`src/rtl/load_use_scoreboard.sv`:
```
// Issue-stage load-use hazard scoreboard: grants the longest hazard-free in-order prefix of an issue group.
// Optional feature macro: HAZARD_STALL_CNT_EN adds the saturating 32-bit stall_cycles counter output.
module load_use_scoreboard #(
    parameter int ISSUE_W  = 2,
    parameter int NREG     = 32,
    parameter int REGW     = 5,
    parameter int LOAD_LAT = 1
) (
    input  logic                    clk1,
    input  logic                    reset,
    input  logic [ISSUE_W-1:0]      iss_valid,
    input  logic [ISSUE_W*REGW-1:0] iss_rs1,
    input  logic [ISSUE_W*REGW-1:0] iss_rs2,
    input  logic [ISSUE_W-1:0]      iss_rs1_en,
    input  logic [ISSUE_W-1:0]      iss_rs2_en,
    input  logic [ISSUE_W*REGW-1:0] iss_rd,
    input  logic [ISSUE_W-1:0]      iss_wr_en,
    input  logic [ISSUE_W-1:0]      iss_is_load,
    input  logic                    flush,
    input  logic                    pipe_hold,
    output logic [ISSUE_W-1:0]      iss_grant,
    output logic                    stall,
    output logic [NREG-1:0]         busy_mask
`ifdef HAZARD_STALL_CNT_EN
    , output logic [31:0]           stall_cycles
`endif
);

    localparam int CW = (LOAD_LAT < 1) ? 1 : $clog2(LOAD_LAT + 1);

    logic [ISSUE_W-1:0] hazard_free;

    // Indices beyond NREG can never be pending.
    function automatic logic is_busy(input logic [REGW-1:0] idx, input logic [NREG-1:0] mask);
        if (int'(idx) < NREG) begin
            return mask[idx];
        end
        return 1'b0;
    endfunction

    genvar gi;
    generate
        for (gi = 0; gi < ISSUE_W; gi++) begin : g_slot
            logic [REGW-1:0] rs1;
            logic [REGW-1:0] rs2;
            logic [REGW-1:0] rd;
            logic            pend_haz;
            logic            grp_haz;

            assign rs1 = iss_rs1[gi*REGW +: REGW];
            assign rs2 = iss_rs2[gi*REGW +: REGW];
            assign rd  = iss_rd[gi*REGW +: REGW];

            assign pend_haz = (iss_rs1_en[gi] && is_busy(rs1, busy_mask))
                           || (iss_rs2_en[gi] && is_busy(rs2, busy_mask))
                           || (iss_wr_en[gi]  && is_busy(rd,  busy_mask));

            // Any earlier valid writer in the group blocks a read or rewrite of its rd.
            always_comb begin
                grp_haz = 1'b0;
                for (int j = 0; j < gi; j++) begin
                    if (iss_valid[j] && iss_wr_en[j]) begin
                        if ((iss_rs1_en[gi] && rs1 == iss_rd[j*REGW +: REGW])
                         || (iss_rs2_en[gi] && rs2 == iss_rd[j*REGW +: REGW])
                         || (iss_wr_en[gi]  && rd  == iss_rd[j*REGW +: REGW])) begin
                            grp_haz = 1'b1;
                        end
                    end
                end
            end

            assign hazard_free[gi] = !pend_haz && !grp_haz;
        end
    endgenerate

    // First blocked slot ends the grant prefix.
    always_comb begin
        logic ok;
        iss_grant = '0;
        ok = !flush && !pipe_hold;
        for (int k = 0; k < ISSUE_W; k++) begin
            ok = ok && iss_valid[k] && hazard_free[k];
            iss_grant[k] = ok;
        end
    end

    assign stall = (|(iss_valid & ~iss_grant)) && !flush;

    generate
        for (gi = 0; gi < NREG; gi++) begin : g_reg
            logic [CW-1:0] cnt_reg;
            logic [CW-1:0] cnt_next;
            logic          load_set;

            always_comb begin
                load_set = 1'b0;
                for (int k = 0; k < ISSUE_W; k++) begin
                    if (iss_grant[k] && iss_is_load[k] && iss_wr_en[k]
                        && int'(iss_rd[k*REGW +: REGW]) == gi) begin
                        load_set = 1'b1;
                    end
                end
            end

            always_comb begin
                cnt_next = cnt_reg;
                if (flush) begin
                    cnt_next = '0;
                end else if (!pipe_hold) begin
                    if (load_set) begin
                        cnt_next = CW'(LOAD_LAT);
                    end else if (cnt_reg != '0) begin
                        cnt_next = cnt_reg - CW'(1);
                    end
                end
            end

            always_ff @(posedge clk1 or posedge reset) begin
                if (reset) begin
                    cnt_reg <= '0;
                end else begin
                    cnt_reg <= cnt_next;
                end
            end

            assign busy_mask[gi] = (cnt_reg != '0);
        end
    endgenerate

`ifdef HAZARD_STALL_CNT_EN
    always_ff @(posedge clk1 or posedge reset) begin
        if (reset) begin
            stall_cycles <= '0;
        end else if (stall && !pipe_hold && stall_cycles != 32'hFFFF_FFFF) begin
            stall_cycles <= stall_cycles + 32'd1;
        end
    end
`endif

endmodule
```
`config.mk`:
```
export PLATFORM = sky130hd
export DESIGN_NAME = load_use_scoreboard
export DESIGN_NICKNAME = d
export VERILOG_FILES = /design/src/rtl/load_use_scoreboard.sv
export SDC_FILE = /design/constraint.sdc
export NUM_CORES = 1
export LEC_CHECK = 0
export BUFFER_PORTS_ARGS = -buffer_cell sky130_fd_sc_hd__clkbuf_2
export CORE_MARGIN = 5
export CORE_UTILIZATION = 51
export DETAILED_ROUTE_END_ITERATION = 8
export MAX_ROUTING_LAYER = met4
export PLACE_DENSITY = 0.78
export SETUP_SLACK_MARGIN = 0.15
export SYNTH_ARGS = -nofsm -noshare
export SYNTH_HDL_FRONTEND = slang
export SYNTH_SLANG_ARGS = --single-unit
```
`constraint.sdc`:
```
create_clock -name clk1 -period 5.7 [get_ports clk1]
set_clock_uncertainty 0.1 [all_clocks]
set_input_delay 1.71 -clock clk1 [delete_from_list [all_inputs] [get_ports clk1]]
set_output_delay 1.71 -clock clk1 [all_outputs]
set_load 0.02 [all_outputs]
```
==> metrics.txt <==
Pre-antenna DRT Iters=5; Yosys top cell by area=mux4_2; dpl ws=-0.240 ns; Pleak=1.71 nW; fmax=177 MHz; Synth Instances=364; Layout Utilization=0.585; # diodes=0; FF-to-FF End=g_reg[23].cnt_reg$_DFFE_PP0P_; Die Ht=95.8 um; slowest stage delay, CP=0.49 ns; EDFF count, synth=0; R2R setup slack=2.40 ns; later-pin clock latency in the skew report=0.29 ns; Worst Setup End Kind=primary output; Setup Viol. Count Final=0; Max-Cap Viols=0; root buf cell=clkbuf_8; crit path launch=iss_rs2[0]; Num Clock Sinks=32; Cell Pwr Density=130 mW/mm^2; Worst-path clk slew=0.07 ns; max reg flops=32; clock buffer depth=2; layout cell share with drive strength beyond 1=0.399; fin cells=505; Ys Warns=0; Synth Cell Area=0.00376 mm^2; vias in the first global route=3573; final wirelength=12900 um; CP cell instances=clkbuf_16 -> mux4_2 -> mux4_2 -> mux2_4 -> nand2_2 -> and4_4 -> nand4_4 -> a31o_4 -> buf_8; Primary FF master, synth=dfrtp_1; CTS H-Tree Depth=2; Worst slew margin=0.132; Hold EP=g_reg[18].cnt_reg$_DFFE_PP0P_; share of the synthesized area in the top cell type=0.258; crit share post-route=0.991; I/O Buffers=78; number of cell rows=31; final hold violations=0; Worst setup SP type=input pin; Avg Cell Area, Syn=10.3 um^2; nets@finish=449; top area cells in the synthesized netlist=mux4_2, dfrtp_1, buf_4, o31ai_1, a32oi_1; fin worst setup slack=0.0518 ns; worst r2r src=g_reg[7].cnt_reg$_DFFE_PP0P_; Initial Util=0.521; setup TNS=0 ns; total core area=0.00721 mm^2; Synth-to-Final Area Change=12.4%; die area=0.00918 mm^2; min-delay src=g_reg[18].cnt_reg$_DFFE_PP0P_; r2r worst-path depth=11; Tightest Pin Transition=1.29 ns; I/O pins=79; DR iter-0 viols=416; most instantiated cells after synthesis=mux4_2, buf_4, dfrtp_1, o31ai_1, a32oi_1; residual DRC count=0; Worst Path Max Fanout=8; fin. max-slew vios=0; Multi-input gate area=0.00254 mm^2; DR vias=3681; cell with the most instances after synthesis=mux4_2; Routed WL per cell=25.5 um; Placer Congestion=1.04; cts hold-fix bufs=0; FILL cells=647; Tot GR Track Use=0.299; Seq cells post-synth=32; CTS tree=built; TritonCTS Buffers=5; most used cell, CP=mux4_2; Unique masters post-synth=46; Die W=95.8 um; gr ovfl total=0; first-pass GRT wire length=19900 um; min Tclk post-route=5.65 ns; Setup Crit Path Kind=input pin to primary output; total power=550 uW; Max IR drop VDD=0.000116 V; register area share after synthesis=0.213; Seq. cell area=801 um^2; WP data required=3.89 ns; RSZ-0062 raised after global routing=yes; largest net degree at the start of global routing=33; antenna viol nets, final=0; vias per cell=7.29; highest-delay cell along the critical path=mux4_2; post-synthesis async set-or-reset flop share=1.00; Worst Hold Class=flip-flop to flip-flop; worst hold path depth=3; initial antenna violation count=0; outcome=completed; Post-Place Cells=494; post-DP HPWL=9040 um; Post-Syn Nets=408; Critical Path AT=3.84 ns
-- cell families after synthesis --
logic type | Yosys count | synth area share
xor gates and xnor gates | 15 | 0.0350
AOI/OAI and AO/OA | 85 | 0.176
DFF | 32 | 0.213
muxes | 64 | 0.315
and+or+nand+nor | 92 | 0.146
buffers and inverters | 76 | 0.116
-- stage by stage --
stage	cell area, um^2	hold WS [ns]
floorplan	3790	0.453
global placement	4040	0.587
detailed placement	4040	0.585
CTS	4180	0.600
global route	4220	0.637
finish	4220	0.622
-- layout by cell type, fill, tap and decap left out, types with 7 or more instances in the layout --
master	instances
inv_1	7
dfrtp_1	32
mux2i_1	18
xnor2_1	9
nor2_1	11
o31ai_1	32
clkbuf_2	74
nand3_1	13
nor2b_1	8
buf_4	21
nand4_1	9
nand2_1	10
a31oi_1	7
mux4_2	43
a32oi_1	27
-- report_power, final --
part / leakage [nW] / total [mW] / internal (mW) / switching [mW]
Sequential: 0.447 / 0.229 / 0.228 / 0.00135
Combinational: 1.21 / 0.142 / 0.0592 / 0.0831
Clock: 0.0455 / 0.179 / 0.0983 / 0.0806
-- area by class of cell --
cell class,count,area share
Clock buffer,8,0.0213
Timing Repair Buffer,101,0.149
Sequential cell,32,0.190
Multi-Input combinational cell,256,0.602
Inverter,9,0.00859
Tap cell,99,0.0293
-- worst max-delay path, delay by kind of cell --
| kind | cells | cell delay [ns] |
|---|---|---|
| AOI/OAI and AO/OA | 1 | 0.26 |
| muxes | 3 | 1.24 |
| and+or+nand+nor | 3 | 0.36 |
| buffers and inverters | 2 | 0.26 |
-- metal layers --
layer  share of wire  routed length [um]  vias up  track usage
met5               0                   0        -            -
met4           0.058                 746        0        0.167
met3            0.12                1600       70       0.0555
met2            0.46                5860      319        0.443
met1            0.36                4660     1760        0.386
li1                -                   -     1532            -
-- what timing repair did --
action,CTS,global route
buffers inserted,1,1
pin swaps,2,1
endpoints found under the setup margin,3,3
cloned,0,0
gates resized for setup,11,4
hold endpoints to repair,0,0
-- worst max path at each step --
stage	end	slack [ns]
floorplan	stall	0.12
global placement	stall	-0.17
detailed placement	stall	-0.24
CTS	stall	0.04
global route	stall	-0.008
finish	stall	0.05
No activity file was read; power rests on OpenSTA's default activity.
